### config.mk
export PLATFORM = sky130hd
export DESIGN_NAME = volume_level_ctrl
export DESIGN_NICKNAME = d
export VERILOG_FILES = /design/src/rtl/vol_meter_pkg.sv /design/src/rtl/vol_peak_hold.sv /design/src/rtl/volume_level_ctrl.sv
export SDC_FILE = /design/constraint.sdc
export NUM_CORES = 1
export LEC_CHECK = 0
export BUFFER_PORTS_ARGS = -buffer_cell sky130_fd_sc_hd__buf_4
export CORE_ASPECT_RATIO = 1.2
export CORE_MARGIN = 2
export CORE_UTILIZATION = 48
export CTS_CLUSTER_DIAMETER = 150
export CTS_CLUSTER_SIZE = 24
export DETAILED_ROUTE_END_ITERATION = 8
export PLACE_DENSITY = 0.71
export SKIP_LAST_GASP = 1
export SYNTH_ARGS = -nofsm -noshare
export SYNTH_HDL_FRONTEND = slang
export SYNTH_HIERARCHICAL = 1
export SYNTH_SLANG_ARGS = --single-unit
### constraint.sdc
create_clock -name clk_sample -period 6.1 [get_ports clk_sample]
set_input_delay 0.305 -clock clk_sample [delete_from_list [all_inputs] [get_ports clk_sample]]
set_output_delay 0.305 -clock clk_sample [all_outputs]
set_load 0.02 [all_outputs]
### src/rtl/vol_meter_pkg.sv
// Shared types and constants for the volume meter: FSM states, segment
// thresholds and the level-to-thermometer mapping.
package vol_meter_pkg;

    localparam int unsigned LEVEL_W = 4;
    localparam int unsigned SEG_N   = 12;
    localparam int unsigned HOLD_W  = 4;

    typedef enum logic [1:0] {
        ACCUM   = 2'd0,
        PUBLISH = 2'd1,
        FROZEN  = 2'd2
    } vol_state_e;

    // Segment k lights once the level reaches THR[k]; upper segments are spaced wider.
    localparam logic [LEVEL_W-1:0] THR [SEG_N] = '{
        4'd0, 4'd1, 4'd2,  4'd3,  4'd4,  4'd5,
        4'd6, 4'd7, 4'd8, 4'd10, 4'd12, 4'd14
    };

    function automatic logic [SEG_N-1:0] level_to_mask(input logic [LEVEL_W-1:0] lvl);
        logic [SEG_N-1:0] m;
        m = '0;
        for (int k = 0; k < int'(SEG_N); k++) begin
            m[k] = (lvl >= THR[k]);
        end
        return m;
    endfunction

endpackage

### src/rtl/vol_peak_hold.sv
// Peak-hold register with decay: a new peak is held for HOLD_WINDOWS publishes,
// then drops by one level per publish until it meets the live level.
module vol_peak_hold
    import vol_meter_pkg::*;
#(
    parameter int unsigned HOLD_WINDOWS = 4
) (
    input  logic               clk,
    input  logic               rst_n,
    input  logic               publish_i,
    input  logic [LEVEL_W-1:0] level_i,
    output logic [LEVEL_W-1:0] peak_level_o
);

    logic [LEVEL_W-1:0] peak_q, peak_d;
    logic [HOLD_W-1:0]  hold_q, hold_d;
    logic [LEVEL_W-1:0] peak_dec;

    assign peak_dec = peak_q - LEVEL_W'(1);

    always_comb begin
        peak_d = peak_q;
        hold_d = hold_q;
        if (publish_i) begin
            if (level_i >= peak_q) begin
                peak_d = level_i;
                hold_d = HOLD_W'(HOLD_WINDOWS);
            end else if (hold_q != '0) begin
                hold_d = hold_q - HOLD_W'(1);
            end else begin
                peak_d = (peak_dec > level_i) ? peak_dec : level_i;
            end
        end
    end

    always_ff @(posedge clk or negedge rst_n) begin
        if (!rst_n) begin
            peak_q <= '0;
            hold_q <= '0;
        end else begin
            peak_q <= peak_d;
            hold_q <= hold_d;
        end
    end

    assign peak_level_o = peak_q;

endmodule

### src/rtl/volume_level_ctrl.sv
// Windowed loudness meter: tracks the max sample per window, publishes its top
// four bits as a level with a segment mask. Peak hold is built in with VOL_PEAK_HOLD_EN.
module volume_level_ctrl
    import vol_meter_pkg::*;
#(
    parameter int unsigned SAMPLE_W     = 10,
    parameter int unsigned WINDOW_LEN   = 2000,
    parameter int unsigned HOLD_WINDOWS = 4
) (
    input  logic                clk_sample,
    input  logic                rst_n,
    input  logic                sample_valid,
    input  logic [SAMPLE_W-1:0] wave_sample,
    input  logic                freeze,
    output logic [LEVEL_W-1:0]  level,
    output logic                level_valid,
    output logic [LEVEL_W-1:0]  peak_level,
    output logic [SEG_N-1:0]    bar_mask
);

    localparam int unsigned CNT_W = $clog2(WINDOW_LEN + 1);

    if (WINDOW_LEN < 2 || WINDOW_LEN > 4095 || HOLD_WINDOWS > 15 || SAMPLE_W < LEVEL_W)
    begin : g_bad_cfg
        $error("volume_level_ctrl: illegal parameter set");
    end

    vol_state_e          state_q, state_d;
    logic [CNT_W-1:0]    cnt_q, cnt_d;
    logic [SAMPLE_W-1:0] win_max_q, win_max_d;
    logic [LEVEL_W-1:0]  level_q, level_d;
    logic                level_valid_q;
    logic [SEG_N-1:0]    bar_mask_q;
    logic                publish_c;

    // Window accumulation and state sequencing.
    always_comb begin
        state_d   = state_q;
        cnt_d     = cnt_q;
        win_max_d = win_max_q;
        publish_c = 1'b0;
        case (state_q)
            ACCUM: begin
                if (freeze) begin
                    state_d   = FROZEN;
                    cnt_d     = '0;
                    win_max_d = '0;
                end else if (sample_valid) begin
                    win_max_d = (wave_sample > win_max_q) ? wave_sample : win_max_q;
                    if (cnt_q == CNT_W'(WINDOW_LEN - 1)) begin
                        cnt_d   = CNT_W'(WINDOW_LEN);
                        state_d = PUBLISH;
                    end else begin
                        cnt_d = cnt_q + CNT_W'(1);
                    end
                end
            end
            PUBLISH: begin
                publish_c = 1'b1;
                if (freeze) begin
                    state_d   = FROZEN;
                    cnt_d     = '0;
                    win_max_d = '0;
                end else begin
                    state_d = ACCUM;
                    // A sample landing here opens the next window.
                    if (sample_valid) begin
                        cnt_d     = CNT_W'(1);
                        win_max_d = wave_sample;
                    end else begin
                        cnt_d     = '0;
                        win_max_d = '0;
                    end
                end
            end
            FROZEN: begin
                cnt_d     = '0;
                win_max_d = '0;
                if (!freeze) begin
                    state_d = ACCUM;
                end
            end
            default: begin
                state_d   = ACCUM;
                cnt_d     = '0;
                win_max_d = '0;
            end
        endcase
    end

    assign level_d = publish_c ? win_max_q[SAMPLE_W-1 -: LEVEL_W] : level_q;

    always_ff @(posedge clk_sample or negedge rst_n) begin
        if (!rst_n) begin
            state_q       <= ACCUM;
            cnt_q         <= '0;
            win_max_q     <= '0;
            level_q       <= '0;
            level_valid_q <= 1'b0;
            bar_mask_q    <= SEG_N'(1);
        end else begin
            state_q       <= state_d;
            cnt_q         <= cnt_d;
            win_max_q     <= win_max_d;
            level_q       <= level_d;
            level_valid_q <= publish_c;
            if (publish_c) begin
                bar_mask_q <= level_to_mask(level_d);
            end
        end
    end

    assign level       = level_q;
    assign level_valid = level_valid_q;
    assign bar_mask    = bar_mask_q;

`ifdef VOL_PEAK_HOLD_EN
    vol_peak_hold #(
        .HOLD_WINDOWS (HOLD_WINDOWS)
    ) u_peak_hold (
        .clk          (clk_sample),
        .rst_n        (rst_n),
        .publish_i    (publish_c),
        .level_i      (level_d),
        .peak_level_o (peak_level)
    );
`else
    assign peak_level = level_q;
`endif

endmodule

Yosys cells after proc, flatten, opt, wreduce, memory -nomap -nowiden
Cells that the tools add are included.
W data, S select, Z words.
{ "classes": {"reduce_logical": 3, "magnitude_cmp": 13, "mux": 20, "eq_ne": 7, "addsub": 1} }
{ "op_table": {"columns": ["operator", "count"], "rows": [
  ["$mux W10", 5],
  ["$mux W11", 3],
  ["$pmux W11 S2", 1],
  ["$pmux W10 S2", 1],
  ["$ge A4 B3 Y1 const B", 4],
  ["$ge A4 B4 Y1 const B", 4],
  ["$add A11 B1 Y11 const B", 1],
  ["$eq A11 B11 Y1 const B", 1],
  ["$gt A10 B10 Y1", 1],
  ["$mux W2", 5],
  ["$ne A3 B3 Y1 const B", 3],
  ["$ge A4 B1 Y1 const B", 2],
  ["$ge A4 B2 Y1 const B", 2],
  ["$pmux W2 S3", 1],
  ["$mux W4", 1],
  ["$mux W1", 3],
  ["$reduce_and A3 Y1", 1],
  ["$eq A2 B1 Y1 const B", 1],
  ["$eq A2 B2 Y1 const B", 1],
  ["$logic_not A2 Y1", 1],
  ["$ne A2 B2 Y1 const B", 1],
  ["$reduce_and A2 Y1", 1]
]} }
{ "totals": {"out_inout_bits": 21, "wordCells": 50, "register_bits": 40, "input_bits": 14} }

Logic depth before layout (Yosys ltp)
{ "logic_depth": {"ltp_word": 5, "depth_mapped": 9, "mapped_depth_nobuf": 7} }

Worst setup path after synthesis
No wires, ideal clock.
{ "synth_path": {"path_kind": "register -> register", "start": "reg win_max_q[7]", "end": "reg win_max_q[0]", "arrival_ps": 1979, "path_buffers": 2, "required_time_ps": 5979, "setup_ps": 121, "path_slack_ps": 4000, "period_less_slack_ps": 2100, "stages_incl_launch_ff": 10, "cell_sequence": "dfrtp_1 > clkbuf_1 > inv_1 > ha_1 > nand4_1 > a211oi_1 > a211oi_1 > or3_1 > buf_4 > a22o_1"} }
{ "synth_between": {"elab_chain_cells": 3} }
{ "synth_rtl": {"columns": ["item", "line", "source"], "rows": [
  ["start, declared", "volume_level_ctrl.sv:30", "logic [SAMPLE_W-1:0] win_max_q, win_max_d;"],
  ["start signal, assigned", "volume_level_ctrl.sv:104", "win_max_q <= win_max_d;"],
  ["$gt A10 B10 Y1", "volume_level_ctrl.sv:49", "win_max_d = (wave_sample > win_max_q) ? wave_sample : win_max_q;"],
  ["$ne A3 B3 Y1 (no source line)", null, null],
  ["$reduce_and A2 Y1 (no source line)", null, null]
]} }
No other way between the ends.
A chain may end at the register's enable or synchronous reset.

Worst setup path after layout
{ "layout_path": {"start": "reg win_max_q[7]", "end": "reg win_max_q[8]"} }
Same word-level chain as after synthesis.

==> impl_metrics.toml <==
[sta]
tns_ns = 0
skew_ns = 0.00277
worst_pin_slew_ns = 0.652
grt_setup_unrepaired = "false"
setup_viol = 0
hold_slack_ns = 0.250
finalCritPeriodShare_pct = 37.4
finalCriticalPeriod_ns = 2.28
fmax_mhz = 438
slew_headroom_pct = 56.3
slew_viol_final = 0
hold_viol_final = 0

[finish]
multiInputGateArea_um2 = 837
areaGrowthSynthToFinish_pct = 19.0
seq_area_um2 = 976
n_fill_cell = 365
nNetsFinal = 246
drive_gt1_share_pct = 20.7
final_cell_mix = "dfrtp_1, buf_4, nand2_1"
antenna_cells = 0
layout_commonest_cell = "dfrtp_1"
post-route-util_pct = 59.0

[critical_path]
max_stage_delay_ns = 0.48
cp_data_required_time_ns = 6.33
rr_worst_depth = 7
crit_type = "reg2reg"
timing.rr.end = "win_max_q[8]$_DFFE_PN0P_"
crit_family = "compound AO/OA/AOI/OAI gates"
crit_chain = "inv_1 > ha_1 > a211oi_1 > o21ai_0 > a211oi_1 > or3_1 > a22o_1"
cp-end-kind = "flip-flop"
worstReg2RegStart = "win_max_q[7]$_DFFE_PN0P_"
worstSetupStartpointType = "flip-flop"
critPathMostFrequentCell = "a211oi_1"
cp_num_cells = 7
critPathSlowestCell = "dfrtp_1"
reg2reg_setup_slack_ns = 3.82
worst-path-buf-inv = 1
worstPathArrival_ns = 2.51
path_max_fanout = 10

[run_status]
outcome = "finished, final reports clean"

[min_path]
hold_depth = 2
hold_end = "win_max_q[6]$_DFFE_PN0P_"
min_from = "wave_sample[6]"
hold_path_class = "in2reg"

[power_and_ir_drop]
p_per_area_nw_per_um2 = 231
power_uw = 533
leakagePower_nw = 1.09
ir_drop_mv = 0.145

[synth]
synth_area_leaders = "dfrtp_1, ha_1, a22o_1"
synthMuxAreaShare_pct = 0
postSynthCellCount = 191
synth_compound_area_share_pct = 15.2
synth-simple-area-share_pct = 17.0
synth-seq-cells = 39
synth_seq_area_share_pct = 50.3
synth_top_family_by_area = "simple AND/OR/NAND/NOR gates"
synthesis.nets = 216
yosys.area.top_type_share_pct = 50.3
synthAdderAreaFrac_pct = 7.10
yosysTopAreaCell = "dfrtp_1"
synthXorXnorAreaFrac_pct = 3.61
synth_edf_count = 0
syn_area_um2 = 1940
synth.avg_cell_area_um2 = 10.2
async_flop_share_pct = 100
synthDistinctLibCells = 41
ys_warn_count = 6
synth_ff_type = "dfrtp_1"

[clocking]
clkTransAtPathRegs_ns = 0.07
cts_resized = 0
cts_tree = "built"
numCtsBuffers = 5
cts_htree_levels = 2
clk-insertion-delay-late_ns = 0.29
cts_root_buffer = "clkbuf_8"
cts_sinks = 39
ctsLongestPathBuffers = 2

[place]
hpwlAfterDp_um = 2690
port_buffers = 33
gp_congestion = 0.826

[die]
initial_core_util_pct = 49.6
core_area_um2 = 3910
fp.dieH_um = 73.6
die-width_um = 62.0
design.die.area_um2 = 4570
io_pins = 35
row_count = 25

[detailed_routing]
routed_via_density = 5.16
drt-initial-drc-count = 66
ant_nets = 0
routedWlPerCell_um = 13.6
wl_um = 3760
firstDrtPassIters = 4
drc = 0
via_count = 1425

[global_routing]
grt_max_degree = 40
grt.overflow.total = 0
grtUsageTotal_pct = 19.2
grt_pass1_vias = 1440
antenna_found_initial = 0
grt_pass1_wl_um = 6510

[flow_run]
cap_violations = 0
[report_power, final]
group          internal, mW  total [mW]  switching (mW)
Combinational        0.0193      0.0452          0.0260
Clock                 0.132       0.220          0.0879
Sequential            0.263       0.268         0.00481
Total                 0.415       0.533           0.119
[worst reg2reg max path, stage by stage, from the launching register on]
cell and delay, ns:
dfrtp_1 0.48, inv_1 0.12, ha_1 0.32, a211oi_1 0.26, o21ai_0 0.15, a211oi_1 0.32
or3_1 0.38, a22o_1 0.19
[cell families (layout without fill, tap and decap cells)]
group                    count (synthesis)  after routing
AND/OR/NAND/NOR                         65             65
AO/OA/AOI/OAI                           42             42
flip-flops                              39             39
buffers and inverters                   25             56
adder cells (fa/ha/maj)                 11             11
XOR/XNOR                                 8              8
other                                    1              1
[flip-flops by register name, summed over array words and instances (netlist names)]
register,cells
win_max_q,10
bar_mask,11
level,4
cnt_q,11
level_valid,1
state_q,2
[synth_stat cells (all sizes together) (2+ instances only)]
| library cell | count |
|---|---|
| o21ai | 12 |
| o21a | 2 |
| inv | 13 |
| a21boi | 2 |
| a21oi | 4 |
| nand3 | 3 |
| nand2 | 23 |
| a31oi | 2 |
| buf | 6 |
| a211oi | 3 |
| clkbuf | 5 |
| xor2 | 5 |
| nand4 | 5 |
| xnor2 | 3 |
| dfrtp | 39 |
| nor3 | 4 |
| ha | 11 |
| or3 | 2 |
| nor2 | 16 |
| nor4 | 2 |
| a22o | 10 |
| nand2b | 3 |
[layer usage]
layer / wire (µm) / GRT usage, % / share of wire (%)
met5: 0 / 0 / 0
met4: 55 / 7.33 / 1.5
met3: 174 / 5.28 / 4.6
met2: 1800 / 30.1 / 48
met1: 1730 / 24.7 / 46
[worst max path at each step]
stage | slack [ns] | endpoint | startpoint
after floorplan | 4.00 | win_max_q[0]$_DFFE_PN0P_ | win_max_q[7]$_DFFE_PN0P_
after global placement | 3.93 | win_max_q[3]$_DFFE_PN0P_ | win_max_q[7]$_DFFE_PN0P_
after detailed placement | 3.84 | win_max_q[0]$_DFFE_PN0P_ | win_max_q[9]$_DFFE_PN0P_
after CTS | 3.82 | win_max_q[0]$_DFFE_PN0P_ | win_max_q[7]$_DFFE_PN0P_
after global routing | 3.61 | win_max_q[8]$_DFFE_PN0P_ | win_max_q[9]$_DFFE_PN0P_
final | 3.82 | win_max_q[8]$_DFFE_PN0P_ | win_max_q[7]$_DFFE_PN0P_
[what timing repair did]
item / CTS / global route
hold endpoints to repair: 39 / 0
hold buffers: 1 / 0
buffers inserted: 0 / 0
[through the flow]
step           cells  area [µm²]  setup WS [ns]
2_1_floorplan    191        1940           4.00
3_3_place_gp     267        2180           3.93
3_5_place_dp     267        2180           3.84
4_1_cts          276        2310           3.82
5_1_grt          276        2310           3.61
6_report         276        2310           3.82
[cell type report]
| class | instances | area share (%) |
|---|---|---|
| Clock buffer | 6 | 3.58 |
| Tap cell | 54 | 2.93 |
| Timing Repair Buffer | 34 | 11.2 |
| Clock inverter | 2 | 1.52 |
| Multi-Input combinational cell | 127 | 36.3 |
| Inverter | 14 | 2.28 |
| Sequential cell | 39 | 42.3 |
No activity file was read; power rests on OpenSTA's default activity.
